`src/rtl/cpu_pkg.sv`:
```
// Shared definitions for the 19-bit CPU core: datapath widths and the
// control-flow opcodes that cause the core to redirect instruction fetch.
package cpu_pkg;

  localparam int INSTR_W  = 19;
  localparam int ADDR_W   = 14;
  localparam int OPCODE_W = 5;

  localparam logic [OPCODE_W-1:0] OP_JMP  = 5'b01010;
  localparam logic [OPCODE_W-1:0] OP_BEQ  = 5'b01011;
  localparam logic [OPCODE_W-1:0] OP_BNE  = 5'b01100;
  localparam logic [OPCODE_W-1:0] OP_CALL = 5'b01101;
  localparam logic [OPCODE_W-1:0] OP_RET  = 5'b01110;

  typedef logic [INSTR_W-1:0] instr_t;
  typedef logic [ADDR_W-1:0]  iaddr_t;

  // True for opcodes that may drive redirect_valid (BEQ/BNE only when taken).
  function automatic logic is_ctrl_flow(input logic [OPCODE_W-1:0] op);
    return (op == OP_JMP) || (op == OP_BEQ) || (op == OP_BNE) ||
           (op == OP_CALL) || (op == OP_RET);
  endfunction

endpackage

```
`src/rtl/fetch_fifo.sv`:
```
// Small synchronous FIFO holding {instruction, pc} pairs for the fetch unit;
// the head is combinational and a synchronous flush empties it in one cycle.
module fetch_fifo
  import cpu_pkg::*;
#(
  parameter int WIDTH = INSTR_W + ADDR_W,
  parameter int DEPTH = 4,
  localparam int PTR_W = $clog2(DEPTH)
) (
  input  logic             clk,
  input  logic             rst,
  input  logic             flush,
  input  logic             push,
  input  logic [WIDTH-1:0] push_data,
  input  logic             pop,
  output logic [WIDTH-1:0] head,
  output logic [PTR_W:0]   count
);

  logic [WIDTH-1:0] mem_reg [DEPTH];
  logic [PTR_W-1:0] wr_ptr_reg, wr_ptr_next;
  logic [PTR_W-1:0] rd_ptr_reg, rd_ptr_next;
  logic [PTR_W:0]   count_reg, count_next;
  logic             full, empty, do_push, do_pop;

  assign full    = (count_reg == (PTR_W+1)'(DEPTH));
  assign empty   = (count_reg == '0);
  // Guards keep the pointers consistent even if a caller misbehaves.
  assign do_push = push & ~full;
  assign do_pop  = pop & ~empty;

  always_comb begin
    wr_ptr_next = wr_ptr_reg;
    rd_ptr_next = rd_ptr_reg;
    count_next  = count_reg;
    if (flush) begin
      wr_ptr_next = '0;
      rd_ptr_next = '0;
      count_next  = '0;
    end else begin
      if (do_push) wr_ptr_next = wr_ptr_reg + 1'b1;
      if (do_pop)  rd_ptr_next = rd_ptr_reg + 1'b1;
      case ({do_push, do_pop})
        2'b10:   count_next = count_reg + 1'b1;
        2'b01:   count_next = count_reg - 1'b1;
        default: count_next = count_reg;
      endcase
    end
  end

  always_ff @(posedge clk or negedge rst) begin
    if (!rst) begin
      wr_ptr_reg <= '0;
      rd_ptr_reg <= '0;
      count_reg  <= '0;
    end else begin
      wr_ptr_reg <= wr_ptr_next;
      rd_ptr_reg <= rd_ptr_next;
      count_reg  <= count_next;
    end
  end

  // Storage carries no reset; stale entries are unreachable once count is 0.
  always_ff @(posedge clk) begin
    if (do_push && !flush) mem_reg[wr_ptr_reg] <= push_data;
  end

  assign head  = mem_reg[rd_ptr_reg];
  assign count = count_reg;

endmodule

```
`src/rtl/instr_fetch_unit.sv`:
```
// Fetch stage: owns the PC, issues one instruction-memory read per cycle under
// a credit rule, and queues responses for the CPU behind a valid/ready handshake.
module instr_fetch_unit
  import cpu_pkg::*;
#(
  parameter int INSTR_W    = cpu_pkg::INSTR_W,
  parameter int ADDR_W     = cpu_pkg::ADDR_W,
  parameter int FIFO_DEPTH = 4,
  parameter int RESET_PC   = 0
) (
  input  logic               clk,
  input  logic               rst,
  input  logic               fetch_en,
  output logic               imem_req,
  output logic [ADDR_W-1:0]  imem_addr,
  input  logic [INSTR_W-1:0] imem_rdata,
  input  logic               redirect_valid,
  input  logic [ADDR_W-1:0]  redirect_addr,
  output logic               instr_valid,
  input  logic               instr_ready,
  output logic [INSTR_W-1:0] instruction,
  output logic [ADDR_W-1:0]  instr_pc
);

  localparam int CNT_W   = $clog2(FIFO_DEPTH) + 1;
  localparam int ENTRY_W = INSTR_W + ADDR_W;

  logic [ADDR_W-1:0]  pc_reg, pc_next;
  logic [ADDR_W-1:0]  req_pc_reg, req_pc_next;
  logic               inflight_reg, inflight_next;
  logic [CNT_W-1:0]   fifo_count;
  logic [ENTRY_W-1:0] fifo_head;
  logic [CNT_W:0]     credit_used;
  logic               credit_ok, issue, push, pop;

  // Outstanding work = queued entries plus the response still on its way.
  assign credit_used = {1'b0, fifo_count} + (CNT_W+1)'(inflight_reg);
  assign credit_ok   = credit_used < (CNT_W+1)'(FIFO_DEPTH);
  // rst gating holds the request low for the whole time reset is asserted.
  assign issue       = rst & fetch_en & ~redirect_valid & credit_ok;

  assign push = inflight_reg & ~redirect_valid;
  assign pop  = instr_valid & instr_ready & ~redirect_valid;

  always_comb begin
    pc_next       = pc_reg;
    req_pc_next   = req_pc_reg;
    inflight_next = issue;
    if (redirect_valid) begin
      pc_next = redirect_addr;
    end else if (issue) begin
      pc_next     = pc_reg + 1'b1;
      req_pc_next = pc_reg;
    end
  end

  always_ff @(posedge clk or negedge rst) begin
    if (!rst) begin
      pc_reg       <= ADDR_W'(RESET_PC);
      req_pc_reg   <= '0;
      inflight_reg <= 1'b0;
    end else begin
      pc_reg       <= pc_next;
      req_pc_reg   <= req_pc_next;
      inflight_reg <= inflight_next;
    end
  end

  fetch_fifo #(
    .WIDTH (ENTRY_W),
    .DEPTH (FIFO_DEPTH)
  ) u_fifo (
    .clk       (clk),
    .rst       (rst),
    .flush     (redirect_valid),
    .push      (push),
    .push_data ({imem_rdata, req_pc_reg}),
    .pop       (pop),
    .head      (fifo_head),
    .count     (fifo_count)
  );

  assign imem_req    = issue;
  assign imem_addr   = pc_reg;
  assign instr_valid = (fifo_count != '0);
  // Zero the head when empty so the CPU never sees uninitialised storage.
  assign instruction = instr_valid ? fifo_head[ENTRY_W-1:ADDR_W] : '0;
  assign instr_pc    = instr_valid ? fifo_head[ADDR_W-1:0] : '0;

endmodule

```
`config.mk`:
```
export PLATFORM = sky130hd
export DESIGN_NAME = instr_fetch_unit
export DESIGN_NICKNAME = d
export VERILOG_FILES = /design/src/rtl/cpu_pkg.sv /design/src/rtl/fetch_fifo.sv /design/src/rtl/instr_fetch_unit.sv
export SDC_FILE = /design/constraint.sdc
export NUM_CORES = 1
export LEC_CHECK = 0
export CAP_MARGIN = 20
export CELL_PAD_IN_SITES_DETAIL_PLACEMENT = 1
export CELL_PAD_IN_SITES_GLOBAL_PLACEMENT = 1
export CORE_MARGIN = 3
export CORE_UTILIZATION = 30
export CTS_CLUSTER_SIZE = 40
export DETAILED_ROUTE_END_ITERATION = 12
export DONT_BUFFER_PORTS = 1
export PLACE_DENSITY_LB_ADDON = 0.1
export REMOVE_ABC_BUFFERS = 1
export SLEW_MARGIN = 20
export SYNTH_ARGS = -nofsm -noshare
export SYNTH_HDL_FRONTEND = slang
export SYNTH_SLANG_ARGS = --single-unit
export TNS_END_PERCENT = 30
```
`constraint.sdc`:
```
create_clock -name clk -period 2.43 [get_ports clk]
set_clock_uncertainty 0.15 [all_clocks]
set_input_delay 0.486 -clock clk [delete_from_list [all_inputs] [get_ports clk]]
set_output_delay 0.486 -clock clk [all_outputs]
set_load 0.05 [all_outputs]
```
After elaboration in Yosys (flattened, before gate mapping)
Memory sizes are Yosys's and may differ from the RTL's.
Index checks and enable logic that the tools add are counted.
Word-level totals
  register bits: 36
  memories kept: 1
  RAM bits: 132
Cells by class
  add/subtract/negate cells: 6
  magnitude comparators: 1
  bitwise operators: 11
  equal/unequal tests: 3
  reduce and logical (&&, ||, !) cells: 9
  mux-type cells: 12
Memories
  u_fifo.mem_reg: depth 4, width 33, read ports 1, clocked after Yosys merged registers in 0, write ports 1, RTL line fetch_fifo.sv:20  | logic [WIDTH-1:0] mem_reg [DEPTH];
Operators by type and width (number)
  two-way mux 14 bit: 3
  two-way mux 19 bit: 1
  adder 14 x 1 -> 14 bit (second input constant): 1
  AND 1 bit: 8
  two-way mux 2 bit: 4
  case mux 3 bit (2 select lines): 1
  nonzero test 2 bit: 3
  nonzero test 3 bit: 2
  adder 2 x 1 -> 2 bit (second input constant): 2
  adder 3 x 1 -> 4 bit: 1
  less-than comparator 4 x 3 -> 1 bit (second input constant): 1
  adder 3 x 1 -> 3 bit (second input constant): 1
  equality test 3 bit (second input constant): 1
  zero test 3 bit: 1
  two-way mux 3 bit: 1
  inverter 1 bit: 3
  subtractor 3 x 1 -> 3 bit (second input constant): 1
  equality test 2 x 1 -> 1 bit (second input constant): 1
  equality test 2 bit (second input constant): 1
  two-way mux 1 bit: 2
  AND reduction 2 bit: 1
  logical AND 1 bit: 1
  zero test 1 bit: 1

Depth between registers and ports, before layout
  depth in word-level cells: 7
  depth in mapped cells: 9

Modules after synthesis
A second synthesis with hierarchy kept.
Unflattened totals
  cells, all modules: 398
  area, all modules: 6957.9 µm²
By module, submodules not included
  fetch_fifo: times used 1, cells each 236, area each 5352.6 µm²
  instr_fetch_unit: times used 1, cells each 162, area each 1605.3 µm²

Worst setup path after synthesis
OpenSTA, ideal clock, no wires.
  path kind: register to output
  from: register u_fifo.count_reg[0] (netlist: u_fifo.count[0])
  to: output instr_pc[10]
  stages on the path, launching flop included: 5
  arrival: 1.894 ns
  data required time: 1.794 ns
  setup slack: -0.100 ns
  cell sequence: dfrtp_1 -> or3_1 -> clkbuf_1 -> clkbuf_1 -> and2_1
On the way
  longest elaborated chain between the ends: 2
Ends and longest elaborated chain
  start, declared: RTL line fetch_fifo.sv:23  | logic [PTR_W:0] count_reg, count_next;
  start signal, assigned: RTL line fetch_fifo.sv:59  | count_reg <= count_next;
  nonzero test 3 bit: RTL line instr_fetch_unit.sv:85  | assign instr_valid = (fifo_count != '0);
  via instr_valid: RTL line instr_fetch_unit.sv:19  | output logic instr_valid,
  two-way mux 14 bit: RTL line instr_fetch_unit.sv:88  | assign instr_pc = instr_valid ? fifo_head[ADDR_W-1:0] : '0;
  end, declared: RTL line instr_fetch_unit.sv:22  | output logic [ADDR_W-1:0] instr_pc
The timed path passes the listed nets, and every way through them passes these cells.

Final worst setup path
  from: register u_fifo.rd_ptr_reg[0]
  to: output instr_pc[9]
On the way
  longest elaborated chain between the ends: 2
Ends and longest elaborated chain
  start, declared: RTL line fetch_fifo.sv:22  | logic [PTR_W-1:0] rd_ptr_reg, rd_ptr_next;
  start signal, assigned: RTL line fetch_fifo.sv:58  | rd_ptr_reg <= rd_ptr_next;
  memory (4 x 33 bit)
  two-way mux 14 bit: RTL line instr_fetch_unit.sv:88
No other way between the ends.

==> flow_results.org <==
** STA
- Static timing analysis puts the maximum clock frequency at 386.4 MHz.
- The max-slew violation count is 0.
- For the final routed database, the setup TNS stands at -3495 ps.
- Worst Tran Pin Value :: 554.6 ps
- The hold violation count in the final report is 0.
- Setup repair after global routing could not meet its margin everywhere.
- Measured against its own limit, the worst slew margin works out to 63.03%.
- After layout, the worst path uses 106.5% of the clock period.
- Final critical-path required period :: 2588 ps
- In the post-route analysis, the smallest setup slack over all paths is -158.0 ps.
- Final-report setup violation count :: 34

** GRT
- The number of antenna violations at the first check in global routing was 0.
- Entering global routing, the biggest net connects 37 pins.
- Global routing used 13.52% of the available tracks.
- After global routing the overflow that remains totals 0.
- The first global-routing pass estimated 24980 µm of wire.
- The number of global-route vias before repair came to 4306.

** Critical path
- In this run the register-to-register setup slack is 170 ps.
- Family with the most delay on the worst path :: multiplexers
- STA classifies the critical path startpoint as a flop.
- For this run, the slowest stage of the critical path takes ~500 ps.
- Along the worst path, the maximum fanout reaches 6.
- Length in cells of the worst reg-to-reg path :: 7
- Worst path cell trace :: buf_6 > buf_12 > mux4_2 > and2_4 > buf_12
- Data arrives at the worst endpoint at 1950 ps.
- STA classifies the critical path endpoint as an output pin.
- On the critical path, the stage with the largest delay is an instance of sky130_fd_sc_hd__mux4_2.
- CP Class :: reg2out
- STA puts the critical path data required time at 1790 ps.
- The startpoint identified for the worst register-to-register timing path is u_fifo.count[2]$_DFFE_PN0P_.
- The critical path contains buffers and inverters numbering 3 combined.
- Most numerous cell on the critical path :: sky130_fd_sc_hd__buf_12
- Destination of the worst register-to-register timing path :: u_fifo.count[2]$_DFFE_PN0P_

** Logic synthesis
- In this run the biggest area consumer among cell types represents 57.81% of the synthesized area.
- Ys async rst share :: between 20% and 30%
- Post-synth top flop :: sky130_fd_sc_hd__edfxtp_1
- Number of enable flip-flop cells after synthesis :: 132
- The cell area that synthesis handed to floorplanning was 6857 µm².
- Post-synth cell types :: 45
- Total of warnings raised by yosys :: 0
- Sequential area share after synthesis :: 70.95%
- Averaged over all synthesized cells, the footprint is approximately 17 µm².
- Synth Instances :: 407
- Count of state elements after synthesis :: 168
- By area the synthesized netlist is led by sky130_fd_sc_hd__edfxtp_1, sky130_fd_sc_hd__dfrtp_1, sky130_fd_sc_hd__mux4_2.
- Summed over all instances, the cell type with the most area after synthesis is sky130_fd_sc_hd__edfxtp_1.

** Hold path
- Classification of the worst-slack hold path :: in2reg
- Counting instances, the worst hold path has a depth of 2.
- Startpoint of the lowest-slack hold path :: redirect_addr[9]
- For hold timing, the worst endpoint is imem_addr[9]$_DFFE_PN0P_.

** Route
- Overall via count from detail_route :: 3798
- Detail-routed net length per standard cell :: approximately 20 µm
- Residual DRC count :: 0
- Detail Route Antenna Nets :: 0
- The first routing iteration left 193 violations.
- Total Routed Length :: between 15000 and 20000 µm
- The first TritonRoute pass finished after 4 iterations.
- After detailed routing, the number of vias per cell comes to 4.863.

** Clock network
- TritonCTS built the clock tree.
- Clock root buffer master :: sky130_fd_sc_hd__clkbuf_16
- Clock-pin slew on the worst setup and hold paths :: 60 ps
- No sink is reached through more buffers than the 2 on the longest clock path.
- The H-tree was split into 4 levels.
- Clock tree synthesis inserted a total of 17 buffers.
- Clock net sink count :: 168
- Skew-Pair Late Insertion Delay :: roughly 420 ps

** Floorplanning
- Boundary Pins :: 87
- The floorplan step set the die height to 157.2 µm.
- For this configuration, the core starts out at a cell density of a little under a third.
- Std-Cell Core Area :: ~22000 µm²
- Horizontal die dimension :: 157.2 µm
- FP Rows :: 54
- The die covers 24710 µm².

** Placed design
- Port buffering added 0 buffers.
- Routability-driven placement finished with a final weighted congestion of 0.7272.
- Worst slack after detailed placement :: 106.4 ps
- Half-perimeter wire length after detailed placement :: 10020 µm

** Run status
- The run finished, with violations left.
- The checks that failed: setup timing.

** Flow run
- # Max-Cap Violations :: 0

** Final layout
- Post-layout nets :: 533
- Most common cell after layout, fill and taps aside :: sky130_fd_sc_hd__edfxtp_1
- The repair_antennas step left the layout with diodes totalling 0.
- Area of combinational cells with multiple inputs :: 1957 µm²
- Total area of sequential cells :: approximately 5000 µm²
- Top library cells by usage in the layout, fill and taps aside :: sky130_fd_sc_hd__edfxtp_1, sky130_fd_sc_hd__nand2_1, sky130_fd_sc_hd__mux4_2, sky130_fd_sc_hd__and2_4, sky130_fd_sc_hd__dfrtp_1
- Final-layout fill cell count :: 2213
- Proportion of layout cells with a drive suffix above 1 :: 34.93%
- Number of flip-flops in the largest register :: 132
- The area growth from synthesis to layout is 29.05%.

** Power and ir drop
- Summed over all cells, the static leakage comes to 3.130 nW.
- Across the VDD grid, the largest voltage drop is between 0.0004 and 0.0005 V.
- Power Density :: 1049 nW/µm²
## stage by stage
stage	power [mW]	cell area, µm²	std cells	hold slack, ps	utilization, %
floorplan	5.189	6759	387	40.41	-
global placement	6.270	7831	722	42.01	35.34
detailed placement	6.293	7831	722	41.77	35.34
CTS	9.415	8840	781	24.28	39.89
global route	9.711	8848	781	38.57	39.93
finish	9.278	8848	781	53.02	39.93
## cells in the mapped netlist, drive strengths merged (2+ instances only)
cell type  instances
edfxtp           132
nand3              8
mux2i              2
nor4               4
xor2               2
xnor2              2
o311ai             3
nor3               9
and3               2
nor2              10
dfrtp             36
buf                9
clkbuf            11
o211ai             2
mux2               2
o21ai             11
mux4              33
and2              37
a21bo              2
inv                8
nand2             43
or4                2
o22ai              2
a221o             10
or3                3
ha                 5
nor3b              3
or2                2
## area by class of cell
type | count | share of cell area [%]
sequential | 168 | 55.02
multi-input combinational | 211 | 22.12
timing repair buffer | 83 | 12.05
clock buffer | 18 | 4.850
tap | 280 | 3.959
clock inverter | 13 | 1.669
inverter | 8 | 0.3394
## report_power, final
group	total [mW]	internal [mW]	switching, mW
clock network	2.62	1.52	1.10
logic	3.21	1.48	1.73
registers	3.45	3.30	0.153
## how the worst max path moves through the flow
stage	endpoint	cells past startpoint	from	slack (ps)
floorplan	instr_pc[0]	2	u_fifo.rd_ptr_reg[0]$_DFFE_PN0P_	-630
global placement	instr_pc[8]	4	u_fifo.count[2]$_DFFE_PN0P_	180
detailed placement	u_fifo.count[2]$_DFFE_PN0P_	7	u_fifo.count[2]$_DFFE_PN0P_	110
CTS	instr_pc[7]	5	u_fifo.rd_ptr_reg[0]$_DFFE_PN0P_	-220
global route	instr_pc[5]	5	u_fifo.rd_ptr_reg[0]$_DFFE_PN0P_	-230
finish	instr_pc[9]	5	u_fifo.rd_ptr_reg[0]$_DFFE_PN0P_	-160
## per-layer routing
layer	part of all wire, %	track usage, %	wire [µm]	up-vias
li1	-	-	-	1729
met1	44	17.22	6929	1974
met2	49	22.02	7648	86
met3	6.0	4.922	942	9
met4	0.84	3.595	132	0
met5	0	0	0	-
## cells by family (layout without fill, tap and decap cells)
group	after synthesis	after routing	synth area share [%]
flip-flops	168	168	70.95
AND/OR/NAND/NOR	127	127	9.872
AO/OA/AOI/OAI	37	37	4.142
multiplexers	37	37	11.46
buffers and inverters	28	122	1.861
adder cells (fa/ha/maj)	6	6	1.204
XOR/XNOR	4	4	0.5110
## repair_timing
item | in CTS | in global routing
hold buffers | 22 | 0
endpoints found under the hold margin | 117 | 0
buffers inserted | 5 | 0
gates cloned | 1 | 0
resized for setup | 57 | 2
setup endpoints to repair | 35 | 34
Power figures use the tool's default switching activity.
